===== src/rtl/apb_master.sv =====
// APB requester: turns a valid/ready command into one APB transfer
// and returns a valid/ready response with a bounded wait on pready.
module apb_master #(
  parameter int DW      = 32,
  parameter int AW      = 5,
  parameter int TIMEOUT = 16
) (
  input  logic          pclk,
  input  logic          presetn,
  input  logic          cmd_valid,
  output logic          cmd_ready,
  input  logic [AW-1:0] cmd_addr,
  input  logic          cmd_write,
  input  logic [DW-1:0] cmd_wdata,
  output logic          rsp_valid,
  input  logic          rsp_ready,
  output logic [DW-1:0] rsp_rdata,
  output logic          rsp_err,
  output logic [AW-1:0] paddr,
  output logic          psel,
  output logic          penable,
  output logic          pwrite,
  output logic [DW-1:0] pwdata,
  input  logic          pready,
  input  logic [DW-1:0] prdata,
  input  logic          pslverr
);

  localparam int CW = (TIMEOUT > 1) ? $clog2(TIMEOUT) : 1;
  localparam logic [CW-1:0] LAST = CW'(TIMEOUT - 1);

  typedef enum logic [1:0] {
    S_IDLE,
    S_SETUP,
    S_ACCESS,
    S_RESP
  } state_t;

  state_t        r_state;
  state_t        w_state;
  logic          r_cmd_ready;
  logic          w_cmd_ready;
  logic          r_psel;
  logic          w_psel;
  logic          r_penable;
  logic          w_penable;
  logic          r_pwrite;
  logic          w_pwrite;
  logic [AW-1:0] r_paddr;
  logic [AW-1:0] w_paddr;
  logic [DW-1:0] r_pwdata;
  logic [DW-1:0] w_pwdata;
  logic          r_rsp_valid;
  logic          w_rsp_valid;
  logic [DW-1:0] r_rsp_rdata;
  logic [DW-1:0] w_rsp_rdata;
  logic          r_rsp_err;
  logic          w_rsp_err;
  logic [CW-1:0] r_wait;
  logic [CW-1:0] w_wait;

  // Next state and next value of every registered output.
  always_comb begin
    w_state     = r_state;
    w_cmd_ready = r_cmd_ready;
    w_psel      = r_psel;
    w_penable   = r_penable;
    w_pwrite    = r_pwrite;
    w_paddr     = r_paddr;
    w_pwdata    = r_pwdata;
    w_rsp_valid = r_rsp_valid;
    w_rsp_rdata = r_rsp_rdata;
    w_rsp_err   = r_rsp_err;
    w_wait      = r_wait;
    unique case (r_state)
      S_IDLE: begin
        if (cmd_valid && r_cmd_ready) begin
          w_state     = S_SETUP;
          w_cmd_ready = 1'b0;
          w_paddr     = cmd_addr;
          w_pwrite    = cmd_write;
          w_pwdata    = cmd_wdata;
          w_psel      = 1'b1;
          w_penable   = 1'b0;
        end else begin
          w_cmd_ready = 1'b1;
        end
      end
      S_SETUP: begin
        w_state   = S_ACCESS;
        w_penable = 1'b1;
        w_wait    = '0;
      end
      S_ACCESS: begin
        if (pready) begin
          w_state     = S_RESP;
          w_psel      = 1'b0;
          w_penable   = 1'b0;
          w_rsp_valid = 1'b1;
          w_rsp_err   = pslverr;
          w_rsp_rdata = r_pwrite ? '0 : prdata;
        end else if (r_wait == LAST) begin
          w_state     = S_RESP;
          w_psel      = 1'b0;
          w_penable   = 1'b0;
          w_rsp_valid = 1'b1;
          w_rsp_err   = 1'b1;
          w_rsp_rdata = '0;
        end else begin
          w_wait = r_wait + CW'(1);
        end
      end
      S_RESP: begin
        if (rsp_ready) begin
          w_state     = S_IDLE;
          w_rsp_valid = 1'b0;
          w_cmd_ready = 1'b1;
        end
      end
      default: begin
        w_state = S_IDLE;
      end
    endcase
  end

  // State and output registers; reset abandons any transfer.
  always_ff @(posedge pclk or negedge presetn) begin
    if (!presetn) begin
      r_state     <= S_IDLE;
      r_cmd_ready <= 1'b0;
      r_psel      <= 1'b0;
      r_penable   <= 1'b0;
      r_pwrite    <= 1'b0;
      r_paddr     <= '0;
      r_pwdata    <= '0;
      r_rsp_valid <= 1'b0;
      r_rsp_rdata <= '0;
      r_rsp_err   <= 1'b0;
      r_wait      <= '0;
    end else begin
      r_state     <= w_state;
      r_cmd_ready <= w_cmd_ready;
      r_psel      <= w_psel;
      r_penable   <= w_penable;
      r_pwrite    <= w_pwrite;
      r_paddr     <= w_paddr;
      r_pwdata    <= w_pwdata;
      r_rsp_valid <= w_rsp_valid;
      r_rsp_rdata <= w_rsp_rdata;
      r_rsp_err   <= w_rsp_err;
      r_wait      <= w_wait;
    end
  end

  assign cmd_ready = r_cmd_ready;
  assign psel      = r_psel;
  assign penable   = r_penable;
  assign pwrite    = r_pwrite;
  assign paddr     = r_paddr;
  assign pwdata    = r_pwdata;
  assign rsp_valid = r_rsp_valid;
  assign rsp_rdata = r_rsp_rdata;
  assign rsp_err   = r_rsp_err;

endmodule


===== config.mk =====
export PLATFORM = sky130hd
export DESIGN_NAME = apb_master
export DESIGN_NICKNAME = d
export VERILOG_FILES = /design/src/rtl/apb_master.sv
export SDC_FILE = /design/constraint.sdc
export NUM_CORES = 1
export LEC_CHECK = 0
export CORE_ASPECT_RATIO = 0.5
export CORE_MARGIN = 2
export CORE_UTILIZATION = 37
export CTS_CLUSTER_SIZE = 28
export DETAILED_ROUTE_END_ITERATION = 10
export HOLD_SLACK_MARGIN = 0.15
export PLACE_DENSITY = 0.74
export SYNTH_ARGS = -nofsm -noshare
export SYNTH_HDL_FRONTEND = slang
export SYNTH_SLANG_ARGS = --single-unit

===== constraint.sdc =====
create_clock -name pclk -period 1.4 [get_ports pclk]
set_input_delay 0.28 -clock pclk [delete_from_list [all_inputs] [get_ports pclk]]
set_output_delay 0.28 -clock pclk [all_outputs]
set_load 0.005 [all_outputs]

# After elaboration in Yosys (flattened, before gate mapping)

Cells that the tools add are included.

Add/sub/neg operators: 1
Mux-type cells: 25
Reduce and logical (&&, ||, !) cells: 16
Equal/unequal tests: 9

Operators by type and width:

| kind                  | number |
|---|---|
| $mux W32              | 3 |
| $reduce_and A3 Y1     | 5 |
| $mux W1               | 10 |
| $reduce_bool A2 Y1    | 5 |
| $mux W2               | 4 |
| $mux W4               | 2 |
| $ne A2 B2 Y1 const B  | 4 |
| $pmux W2 S4           | 1 |
| $pmux W4 S2           | 1 |
| $pmux W1 S2           | 3 |
| $reduce_and A2 Y1     | 3 |
| $add A4 B1 Y4 const B | 1 |
| $eq A2 B2 Y1 const B  | 2 |
| $eq A4 B4 Y1 const B  | 1 |
| $ne A3 B3 Y1 const B  | 1 |
| $pmux W1 S3           | 1 |
| $reduce_bool A3 Y1    | 1 |
| $eq A2 B1 Y1 const B  | 1 |
| $logic_not A2 Y1      | 1 |
| $logic_and A1 B1 Y1   | 1 |

Input bits: 76
Word-level logic and storage cells: 62
Register bits: 81
Output and inout bits: 75

# Logic depth before layout (Yosys ltp)

Depth after elaboration: 4
Gate-level depth with buffers: 7
Gate-level depth less buffers: 5

# Least setup slack after synthesis

No wires, ideal clock.

Kind: flip-flop to flip-flop
From: reg r_state[0]
To: reg r_pwdata[20], in the netlist pwdata[20]
Setup time: 0.125 ns
Arrival: 1.389 ns
Path slack: -0.114 ns
Period minus slack after synthesis: 1.514 ns
Path buffers: 2
Required time: 1.275 ns
Cell stages (with the launch flop): 7
Path through: dfrtp_1 -> inv_1 -> ha_1 -> nand3_1 -> buf_4 -> buf_6 -> mux2_4

Word-level cells in the longest chain between the ends: 2

Ends and longest elaborated chain:

| what                        | RTL line | source |
|---|---|---|
| from (decl)                 | 39       | `state_t r_state;` |
| from (signal assigned)      | 141      | `r_state <= w_state;` |
| $logic_not A2 Y1            | 75       | `unique case (r_state)` |
| $reduce_and A2 Y1 (no line) | -        |  |
| to (signal assigned)        | 147      | `r_pwdata <= w_pwdata;` |
| to (decl)                   | 51       | `logic [DW-1:0] r_pwdata;` |

No other way between the ends.
A chain may end at the register's enable or synchronous reset.

# Final worst setup path

From: reg r_state[1]
To: reg r_state[1]

Word-level cells in the longest chain between the ends: 3
Elaborated cells on any way between the ends: 9
Classes of those cells: eq/ne: 6; mux: 1; reduce/logical: 2

Ends and longest elaborated chain:

| what                                                   | RTL line |
|---|---|
| $eq A2 B2 Y1 or $logic_not A2 Y1 (tied branches)       | 75 |
| $ne A3 B3 Y1 (no line) or $ne A2 B2 Y1 (tied branches) | - |
| $reduce_and A3 Y1 (no line)                            | - |

Parallel ways exist; a longest one is shown, timed or not.

==> results.py <==
metrics = {
    "critical_path": {
        "path_max_fanout": 4,
        "regToRegSetupSlack_ns": -0.11,
        "cp-start-kind": "register",
        "cp.required_ns": 1.62,
        "crit_type": "reg -> reg",
        "cp.arrival_ns": 1.73,
        "endpoint_kind": "register",
    },
    "power_and_ir_drop": {
        "cell_internal_pwr_mw": 8.21,
        "p_leak_nw": 2.69,
        "switchingPower_mw": 3.61,
        "p_per_area_nw_per_um2": 2100,
        "seqPwrFrac_pct": 34.4,
        "power_mw": 11.8,
        "worst_ir_drop_vdd_uv": 945,
        "switching_share_pct": 30.6,
        "combPwrFrac_pct": 45.6,
        "clkPwrFrac_pct": 20.0,
    },
    "clock_tree": {
        "cts-root-buf": "clkbuf_16",
        "clock_insertion_delay_worst_skew_ns": 0.33,
        "cts_max_level": 3,
        "clk_path_buf_depth": 2,
        "cts_tree": "done",
        "clk_pin_slew_ns": 0.06,
        "clkSinkCount": 81,
        "cts-buffers-inserted": 9,
    },
    "yosys": {
        "ys_seq_elements": 81,
        "async_flop_share_pct": 100,
        "synth.area.top_cells": "dfrtp_1, mux2_2, a22o_1",
        "synth_edf_count": 0,
        "netlist_area_um2": 3230,
        "synthMostInstantiatedCell": "dfrtp_1",
        "synth_top_area_cell": "dfrtp_1",
        "syn_nets": 295,
        "synth_common_cells": "dfrtp_1, a22o_1, mux2_2, mux2_4, o21ai_0",
        "syn-instance-count": 214,
        "yosysSeqAreaShare_pct": 62.8,
        "ys_warn_count": 0,
        "synth_area_per_cell_um2": 15.1,
        "synth_cell_type_count": 34,
        "synthFlopType": "dfrtp_1",
        "synth_top_area_share_pct": 62.8,
    },
    "die": {
        "start_util_pct": 37.6,
        "die_w_um": 136,
        "die_height_um": 70.0,
        "num_io_pins": 151,
        "core-area_um2": 8590,
        "die_area_um2": 9530,
        "rows": 24,
    },
    "timing": {
        "tightest_slew_ns": 0.390,
        "report.final.setup_viol": 68,
        "period_share_pct": 108,
        "clock-skew-final_ns": 0.00480,
        "setup_slack_ns": -0.109,
        "rsz0062_at_grt": "yes",
        "hold_viol_final": 0,
        "slew_headroom_pct": 74.0,
        "clock.fmax_mhz": 663,
        "report.final.slew_viol_count": 0,
        "min_period_ns": 1.51,
    },
    "grt": {
        "grt_overflow_total": 0,
        "grt_max_degree": 29,
        "grt_pass1_vias": 2931,
        "grt_pass1_wl_um": 15200,
        "track_usage_pct": 20.8,
        "grt_antenna_before_repair": 0,
    },
    "finish": {
        "syn_to_final_growth_pct": 74.5,
        "stdcell_count": 529,
        "final_util_pct": 65.5,
        "fin_nets": 488,
        "antenna_cells": 0,
        "drive_gt1_share_pct": 29.6,
        "fillers": 640,
    },
    "detailed_routing": {
        "drt-vias-per-instance": 4.94,
        "firstDrtPassIters": 5,
        "drtAntennaViolNets": 0,
        "vias": 2613,
        "drc_errors": 0,
        "wl_per_cell_um": 18.2,
        "initialDrtViolationCount": 141,
        "wirelength_um": 9620,
    },
    "placement": {
        "dp.cells": 489,
        "gp_congestion": 0.895,
        "dp_slack_ns": -0.357,
        "port_buffers": 150,
        "dpl.hpwl_um": 6290,
    },
    "run_status": {
        "failed_checks": "negative setup slack",
        "status": "finished with violations",
    },
    "run": {
        "maxCapViolations": 0,
    },
    "min_path": {
        "hp-class": "in -> async",
    },
}
[area by class of cell]
cell class	count	area, um2	area share, %
clock buffers	11	243	4.31
clock inverters	5	55.1	0.978
repair buffers	192	1850	32.9
flip-flops and latches	81	2030	36.0
multi-input cells	118	1280	22.8
well taps	117	146	2.60
inverters	5	21.3	0.378
[layer usage]
| metal | global-route usage (%) | part of all wire, % | vias to the layer above |
|---|---|---|---|
| li1 | - | - | 1185 |
| met1 | 23.2 | 39 | 1333 |
| met2 | 37.1 | 54 | 72 |
| met3 | 4.94 | 3.7 | 23 |
| met4 | 10.3 | 3.2 | 0 |
| met5 | 0 | 0 | - |
[kinds of logic after synthesis]
logic type / count (synthesis) / share of synthesized area (%)
AND/OR/NAND/NOR: 17 / 2.91
flip-flops: 81 / 62.8
buffers and inverters: 16 / 3.45
XOR/XNOR: 1 / 0.272
AO/OA/AOI/OAI: 54 / 13.6
multiplexers: 40 / 15.0
adder cells (fa/ha/maj): 5 / 1.94
[final timing paths]
kind / start / endpoint / depth (start not counted)
max: r_state[1] / r_state[1] / 4
min reg2reg: penable / penable / 1
min in group pclk: penable / penable / 1
max in group asynchronous: presetn / rsp_rdata[30] / 3
min: presetn / r_state[0] / 2
max reg2reg: r_state[1] / r_state[1] / 4
[layout by cell type, fill, tap and decap left out, types with 2 or more instances in the layout]
| cell type | netlist | routed |
|---|---|---|
| a21oi_1 | 5 | 3 |
| a22o_1 | 32 | 32 |
| buf_12 | 0 | 5 |
| buf_4 | 5 | 29 |
| buf_6 | 4 | 5 |
| clkbuf_16 | 0 | 10 |
| clkdlybuf4s50_1 | 0 | 74 |
| clkinv_2 | 0 | 2 |
| clkinvlp_4 | 0 | 2 |
| dfrtp_1 | 81 | 80 |
| dlygate4sd2_1 | 0 | 75 |
| ha_4 | 0 | 3 |
| inv_1 | 5 | 2 |
| inv_2 | 0 | 2 |
| mux2_2 | 29 | 25 |
| mux2_4 | 9 | 14 |
| nand2_1 | 4 | 3 |
| nand2_4 | 1 | 2 |
| nor2_1 | 4 | 3 |
| nor2_4 | 0 | 2 |
| o21ai_0 | 7 | 3 |
| o21ai_1 | 0 | 3 |
[power by group through the flow]
stage / clock (mW) / sequential (mW) / combinational (mW)
after floorplan: 0 / 4.17 / 2.01
after global placement: 0 / 4.09 / 4.88
after detailed placement: 0 / 4.13 / 5.07
after CTS: 2.40 / 4.05 / 5.10
after global routing: 2.52 / 4.21 / 5.77
final: 2.36 / 4.07 / 5.39
[per-stage QoR]
stage / hold WS (ns) / instance area, um2 / TNS [ns]
2_1_floorplan: -0.0156 / 3270 / -0.0181
3_3_place_gp: 0.229 / 5010 / -13.21
3_5_place_dp: 0.238 / 5010 / -16.65
4_1_cts: 0.434 / 5510 / -3.78
5_1_grt: 0.446 / 5630 / -8.10
6_report: 0.428 / 5630 / -2.86
[registers in the layout, summed over array words and instances (netlist names)]
name       cells
penable        1
rsp_valid      1
r_state        2
rsp_err        1
paddr          5
cmd_ready      1
pwdata        32
rsp_rdata     32
psel           1
r_wait         4
pwrite         1
[critical path: stages (launching register included)]
cell      delay, ns
dfrtp_2        0.45
ha_2           0.19
nor2b_1        0.16
a211oi_4       0.27
mux2_4         0.32
[timing repair]
item,CTS,global route
hold buffers,1,0
setup buffers,18,1
endpoints found under the setup margin,151,79
endpoints found under the hold margin,26,0
resized for setup,95,25
gates cloned,3,1
pin swaps,23,18
Note: power is estimated with default switching activity, not from simulation.
